$ cat src/rtl/dtc_tree_engine.sv
// dtc_tree_engine: programmable sequential decision-tree classifier.
// A writable node table holds the tree. Each accepted sample walks from
// node 0, evaluating one node per clock, until it reaches a leaf or has
// taken DEPTH branch decisions. Samples and results use valid/ready.
module dtc_tree_engine #(
   parameter int IN_W  = 7,
   parameter int OUT_W = 10,
   parameter int NODES = 16,
   parameter int DEPTH = 8,
   localparam int FW      = (IN_W > 1) ? $clog2(IN_W) : 1,
   localparam int IW      = $clog2(NODES),
   localparam int ENTRY_W = 1 + FW + 2*IW + OUT_W,
   localparam int SW      = $clog2(DEPTH + 1)
) (
   input  logic               clk,
   input  logic               rst,
   input  logic               cfg_we,
   input  logic [IW-1:0]      cfg_addr,
   input  logic [ENTRY_W-1:0] cfg_data,
   output logic               cfg_busy,
   input  logic               in_valid,
   output logic               in_ready,
   input  logic [IN_W-1:0]    inp,
   output logic               out_valid,
   input  logic               out_ready,
   output logic [OUT_W-1:0]   outp,
   output logic               out_err,
   output logic [SW-1:0]      out_steps
);

   localparam logic [1:0] S_IDLE = 2'd0;
   localparam logic [1:0] S_WALK = 2'd1;
   localparam logic [1:0] S_DONE = 2'd2;

   logic [ENTRY_W-1:0] table_q [NODES];

   logic [1:0]       state_q,  state_d;
   logic [IN_W-1:0]  inp_q,    inp_d;
   logic [IW-1:0]    cur_q,    cur_d;
   logic [SW-1:0]    steps_q,  steps_d;
   logic             ovalid_q, ovalid_d;
   logic [OUT_W-1:0] outp_q,   outp_d;
   logic             oerr_q,   oerr_d;
   logic [SW-1:0]    ostep_q,  ostep_d;

   // Fields of the node currently being evaluated
   logic [ENTRY_W-1:0] entry;
   logic               ent_branch;
   logic [FW-1:0]      ent_feat;
   logic [IW-1:0]      ent_left;
   logic [IW-1:0]      ent_right;
   logic [OUT_W-1:0]   ent_leaf;
   logic               feat_bit;
   logic [IW-1:0]      next_idx;

   // Decode the current node; out-of-range feature indices read as 0
   always_comb begin
      entry      = table_q[cur_q];
      ent_leaf   = entry[OUT_W-1:0];
      ent_right  = entry[OUT_W+IW-1:OUT_W];
      ent_left   = entry[OUT_W+2*IW-1:OUT_W+IW];
      ent_feat   = entry[OUT_W+2*IW+FW-1:OUT_W+2*IW];
      ent_branch = entry[ENTRY_W-1];
      feat_bit   = 1'b0;
      if (32'(ent_feat) < IN_W) begin
         feat_bit = inp_q[ent_feat];
      end
      next_idx = feat_bit ? ent_right : ent_left;
   end

   // Walk FSM next-state and registered-output logic
   always_comb begin
      state_d  = state_q;
      inp_d    = inp_q;
      cur_d    = cur_q;
      steps_d  = steps_q;
      ovalid_d = ovalid_q;
      outp_d   = outp_q;
      oerr_d   = oerr_q;
      ostep_d  = ostep_q;
      case (state_q)
         S_IDLE: begin
            if (in_valid) begin
               inp_d   = inp;
               cur_d   = '0;
               steps_d = '0;
               state_d = S_WALK;
            end
         end
         S_WALK: begin
            if (!ent_branch) begin
               outp_d   = ent_leaf;
               oerr_d   = 1'b0;
               ostep_d  = steps_q;
               ovalid_d = 1'b1;
               state_d  = S_DONE;
            end else if (steps_q == SW'(DEPTH)) begin
               outp_d   = '0;
               oerr_d   = 1'b1;
               ostep_d  = SW'(DEPTH);
               ovalid_d = 1'b1;
               state_d  = S_DONE;
            end else begin
               cur_d   = next_idx;
               steps_d = steps_q + SW'(1);
            end
         end
         S_DONE: begin
            if (out_ready) begin
               ovalid_d = 1'b0;
               state_d  = S_IDLE;
            end
         end
         default: begin
            ovalid_d = 1'b0;
            state_d  = S_IDLE;
         end
      endcase
   end

   // FSM and output registers
   always_ff @(posedge clk or posedge rst) begin
      if (rst) begin
         state_q  <= S_IDLE;
         inp_q    <= '0;
         cur_q    <= '0;
         steps_q  <= '0;
         ovalid_q <= 1'b0;
         outp_q   <= '0;
         oerr_q   <= 1'b0;
         ostep_q  <= '0;
      end else begin
         state_q  <= state_d;
         inp_q    <= inp_d;
         cur_q    <= cur_d;
         steps_q  <= steps_d;
         ovalid_q <= ovalid_d;
         outp_q   <= outp_d;
         oerr_q   <= oerr_d;
         ostep_q  <= ostep_d;
      end
   end

   // Node table: cleared on reset, written only while idle
   always_ff @(posedge clk or posedge rst) begin
      if (rst) begin
         for (int unsigned i = 0; i < NODES; i++) begin
            table_q[i] <= '0;
         end
      end else if (cfg_we && (state_q == S_IDLE)) begin
         table_q[cfg_addr] <= cfg_data;
      end
   end

   assign cfg_busy  = (state_q != S_IDLE);
   assign in_ready  = (state_q == S_IDLE);
   assign out_valid = ovalid_q;
   assign outp      = outp_q;
   assign out_err   = oerr_q;
   assign out_steps = ostep_q;

endmodule
$ cat config.mk
export PLATFORM = sky130hd
export DESIGN_NAME = dtc_tree_engine
export DESIGN_NICKNAME = d
export VERILOG_FILES = /design/src/rtl/dtc_tree_engine.sv
export SDC_FILE = /design/constraint.sdc
export NUM_CORES = 1
export LEC_CHECK = 0
export BUFFER_PORTS_ARGS = -buffer_cell sky130_fd_sc_hd__buf_2
export CAP_MARGIN = 20
export CELL_PAD_IN_SITES_DETAIL_PLACEMENT = 1
export CELL_PAD_IN_SITES_GLOBAL_PLACEMENT = 1
export CORE_UTILIZATION = 53
export CTS_CLUSTER_DIAMETER = 80
export DETAILED_ROUTE_END_ITERATION = 10
export PLACE_DENSITY_LB_ADDON = 0.1
export RECOVER_POWER = 25
export SLEW_MARGIN = 20
export SYNTH_ARGS = -nofsm -noshare
export SYNTH_HDL_FRONTEND = slang
export SYNTH_SLANG_ARGS = --single-unit
$ cat constraint.sdc
create_clock -name clk -period 25.4 [get_ports clk]
set_input_delay 2.54 -clock clk [delete_from_list [all_inputs] [get_ports clk]]
set_output_delay 2.54 -clock clk [all_outputs]
set_load 0.03 [all_outputs]
== Word-level counts from Yosys, hierarchy flattened ==
Cells that the tools add are included.
Cells by class
  $add $sub $neg: 1
  magnitude comparators: 5
  eq/ne operators: 9
  multiplexer cells: 31
  bitwise operators: 3
  reduce and logical (&&, ||, !) cells: 10
Operators by type and width (number)
  bitwise mux 352 bit: 1
  binary-select mux 22 bit (select 4 bit): 1
  demux 22 bit (select 4 bit): 1
  2-to-1 mux 22 bit: 3
  2-to-1 mux 4 bit: 8
  2-to-1 mux 10 bit: 2
  one-hot mux 4 bit (2 select lines): 2
  greater-or-equal comparator 5 bit, second input constant: 2
  NOT 4 -> 5 bit: 2
  2-to-1 mux 2 bit: 4
  inequality test 2 bit, second input constant: 4
  2-to-1 mux 1 bit: 6
  one-hot mux 2 bit (3 select lines): 1
  AND reduction 3 bit: 2
  less-than comparator 5 x 1 -> 1 bit, second input constant: 1
  adder 4 x 1 -> 4 bit, second input constant: 1
  equality test 4 bit, second input constant: 1
  less-than comparator 3 x 4 -> 1 bit, second input constant: 1
  AND reduction 2 bit: 2
  AND reduction 4 bit: 1
  nonzero test 2 bit: 2
  binary-select mux 1 bit (select 3 bit): 1
  less-than comparator 3 bit, second input constant: 1
  inequality test 3 bit, second input constant: 1
  other kinds (7): 8
Storage, ports and cells
  flip-flop bits (word level): 385
  input bits: 38
  logic and storage cells: 83

== Longest topological paths before layout ==
  depth in word-level cells: 11
  depth in mapped cells: 10
  gate-level depth less buffers: 7

== Least setup slack after synthesis ==
Ideal clock, no wire load.
  kind: in2reg
  start point: input port cfg_addr[2]
  end point: register table_q[165] in the netlist's numbering
  data arrival time: 3.841 ns
  data required time: 25.275 ns
  path slack: 21.434 ns
  stages: 4
  buffers on the path: 1
  cells stage by stage: nand4b_1 > nor3_1 > clkbuf_1 > mux2_2
Between the ends
  cells in the longest elaborated chain, start to end: 6
Ends and longest elaborated chain
  from (decl): line 18  | input logic [IW-1:0] cfg_addr,
  NOT 4 -> 5 bit (not written as such) *: line 151  | table_q[cfg_addr] <= cfg_data;
  greater-or-equal comparator 5 bit (not written as such) / less-than comparator 5 x 1 -> 1 bit (equally long branches): line 151
  logical AND 1 bit (not written as such): line 151
  2-to-1 mux 22 bit (not written as such): line 151
  demux 22 bit (select 4 bit) *: line 151
  bitwise mux 352 bit *: line 151
  to (signal, indexed assignment): line 151
  to (decl): line 35  | logic [ENTRY_W-1:0] table_q [NODES];
Mark *: on every way between the ends. The rest lies on a longest branch, timed or not.
A chain may end at the register's enable or synchronous reset.

==> results_dict.tcl <==
set metrics [dict create \
    status "finished with violations" \
    violations "max-capacitance violations, max-slew violations" \
    ctsResizeCount 0 \
    pwr-share-clk_pct 24.7 \
    dp_cells 1500 \
    share_comb_of_total_power_pct 31.7 \
    cts_setup_buffers 0 \
    multi_input_area_sq_um 7280 \
    max_slew_margin_pct -233 \
    antenna_found_initial 0 \
    seqCellArea_sq_um 9640 \
    p_switching_mw 0.714 \
    gp_congestion 0.732 \
    maxCapViolations 4 \
    hold_buffers 0 \
    dieWidth_um 183 \
    drv_slew 183 \
    rsz0062_at_grt "no" \
    async_reset_ff_share_pct 100 \
    syn_inst 1077 \
    stdcell_count 1574 \
    cpMaxStageDelayCell "clkinvlp_2" \
    layout-drive-gt1-share_pct 53.1 \
    dp_hpwl_mm 23.1 \
    start_util_pct 54.4 \
    grt.total_usage_pct 26.2 \
    p_leak_nw 8.49 \
    grt-ovfl-total 0 \
    synth_area_per_cell_sq_um 16.1 \
    ir_worst_vdd_uv 54.9 \
    synth_seq_cells 385 \
    numClockSinks 385 \
    clk_latency_ps 530 \
    yosysSeqAreaShare_pct 55.7 \
    num_rows 65 \
    synth_edf_count 0 \
    critPathKind "in2async" \
    grt_pass1_wl_mm 65.6 \
    wl_mm 40.6 \
    cts_inserted_buffers 42 \
    power_density_nw_per_um2 125 \
    path_cells "buf_2 -> clkinvlp_2 -> buf_4 -> buf_4" \
    drc_errors 0 \
    hold_path.class "reg2reg" \
    power_frac_seq_pct 43.6 \
    firstDrtPassIters 4 \
    p_int_mw 1.69 \
    cts_buffer_depth 3 \
    netlist_area_sq_um 17300 \
    tritoncts "done" \
    synth.net_count 1117 \
    clock_skew_ps 17.0 \
    area_growth_pct 11.6 \
    root_buffer "clkbuf_16" \
    critPathMaxStageDelay_ps 2750 \
    die-area_sq_um 33300 \
    ys_types 44 \
    finalSetupViolCount 0 \
    portBuffers 55 \
    h-tree-depth 2 \
    antenna_cells 0 \
    cpMostUsedCell "buf_4" \
    fin_crit_sh_pct 26.6 \
    path_max_fanout 113 \
    grt_max_degree 114 \
    cp.required_ps 25930 \
    clkTransAtPathRegs_ps 60 \
    drt_iter0_drc 590 \
    start_kind "input port" \
    nNetsFinal 1150 \
    post_drt_via_cell_ratio 6.09 \
    synth_warnings 0 \
    final_hold_viol_count 0 \
    core_sq_um 31800 \
    die_h_um 183 \
    io_pins 56 \
    min_period_ps 6760 \
    ant_nets 0 \
    switching_share_pct 29.7 \
    fillCellCount 2858 \
    via_count 9588 \
    cp-end-kind "async pin" \
    fin_setup_tns_ps 0 \
    fmax_ghz 0.148 \
    grt_pass1_vias 10700 \
    synthFlopType "dfrtp_1" \
    wl_per_cell_um 25.8 \
    cp_num_buf_inv 4 \
    tightest_slew_ps 4970 \
    critPathTopFamily "buffers and inverters" \
    arrival_ps 7290 \
]
[per-layer routing]
layer  global-route usage (%)  vias up  wire length, um
li1                         -     4095                -
met1                     38.3     5276            18700
met2                     41.9      157            19700
met3                     3.39       60             1270
met4                     6.66        0              881
met5                        0        -                0
[registers in the layout (all words and copies together) (netlist names)]
register / flops
table_q: 352
outp: 10
inp_q: 7
cur_q: 4
out_steps: 4
steps_q: 4
state_q: 2
out_err: 1
out_valid: 1
[per-stage QoR]
step | area (sq um) | utilization, % | total power, mW | setup slack, ps | hold slack (ps)
6_report | 19300 | 60.6 | 2.41 | 18640 | 487
5_1_grt | 19300 | 60.6 | 2.54 | 17640 | 503
2_1_floorplan | 17300 | - | 1.62 | 12160 | 471
3_3_place_gp | 17900 | 56.4 | 1.78 | 20390 | 468
3_5_place_dp | 17900 | 56.4 | 1.82 | 20390 | 479
4_1_cts | 19300 | 60.6 | 2.43 | 20940 | 492
[cells by family after synthesis]
group	share of synthesized area, %
AOI/OAI and AO/OA	1.82
xor gates and xnor gates	0.101
adders and majority gates	0.145
buffers and inverters	2.53
DFF	55.7
muxes	37.7
and+or+nand+nor	1.96
[worst paths after layout]
path                                      start                       end  slack [ps]  cells after the start
max in group clk                    cfg_addr[0]   table_q[47]$_DFFE_PP0P_       20800                      5
setup / recovery                            rst   table_q[15]$_DFFE_PP0P_       18640                      4
hold / removal              outp[5]$_DFFE_PP0P_       outp[5]$_DFFE_PP0P_         490                      1
setup reg to reg           cur_q[3]$_DFFE_PP0P_      cur_q[2]$_DFFE_PP0P_       21020                      8
hold reg to reg             outp[5]$_DFFE_PP0P_       outp[5]$_DFFE_PP0P_         490                      1
min in group asynchronous                   rst  table_q[243]$_DFFE_PP0P_        3560                      2
[power groups by stage]
stage | Clock [mW] | Sequential [mW] | Combinational [mW]
floorplan | 0 | 0.998 | 0.624
global placement | 0 | 1.04 | 0.744
detailed placement | 0 | 1.05 | 0.770
CTS | 0.609 | 1.05 | 0.775
global route | 0.632 | 1.08 | 0.826
finish | 0.595 | 1.05 | 0.763
[layout by cell type (no fill, tap or decap), types with 4 or more instances in the layout]
master	n
nor2b_1	5
mux2_2	359
a32o_1	10
buf_2	53
clkbuf_1	22
nor2_4	6
nor2_1	13
a21oi_1	6
o21ai_1	6
o32a_1	4
clkinv_2	6
clkbuf_16	45
buf_4	14
mux4_2	104
inv_1	11
o21ai_0	5
dfrtp_1	382
mux2i_1	9
nand2_1	28
nand3_1	4
clkbuf_8	5
[Yosys cell counts, types with 2 or more instances]
master | number | share of area (%)
o21ai_0 | 2 | 0.058
a2bb2oi_1 | 2 | 0.10
buf_6 | 4 | 0.26
a32o_1 | 10 | 0.58
nand2_1 | 28 | 0.61
buf_1 | 20 | 0.43
nor2b_1 | 5 | 0.18
nand2b_1 | 2 | 0.072
nand3b_1 | 2 | 0.087
mux2i_1 | 9 | 0.52
inv_1 | 12 | 0.26
buf_4 | 6 | 0.26
mux2_2 | 359 | 23
clkbuf_1 | 46 | 1.0
o32a_1 | 4 | 0.23
a21oi_1 | 6 | 0.17
nand3_1 | 6 | 0.17
ha_1 | 2 | 0.14
dfrtp_1 | 385 | 56
a22o_1 | 2 | 0.10
buf_2 | 10 | 0.29
mux2i_4 | 2 | 0.26
nand4b_1 | 2 | 0.10
nor2_1 | 19 | 0.41
nor3_1 | 2 | 0.058
o21ai_1 | 9 | 0.26
mux4_2 | 104 | 14
[final cells by class]
cell class                      instances  share of cell area (%)
Timing Repair Buffer                   75                    2.20
Tap cell                              435                    2.82
Clock buffer                           65                    6.49
Sequential cell                       385                    50.0
Clock inverter                          8                   0.467
Multi-Input combinational cell        593                    37.8
Inverter                               13                   0.260
Note: power is estimated with default switching activity, not from simulation.
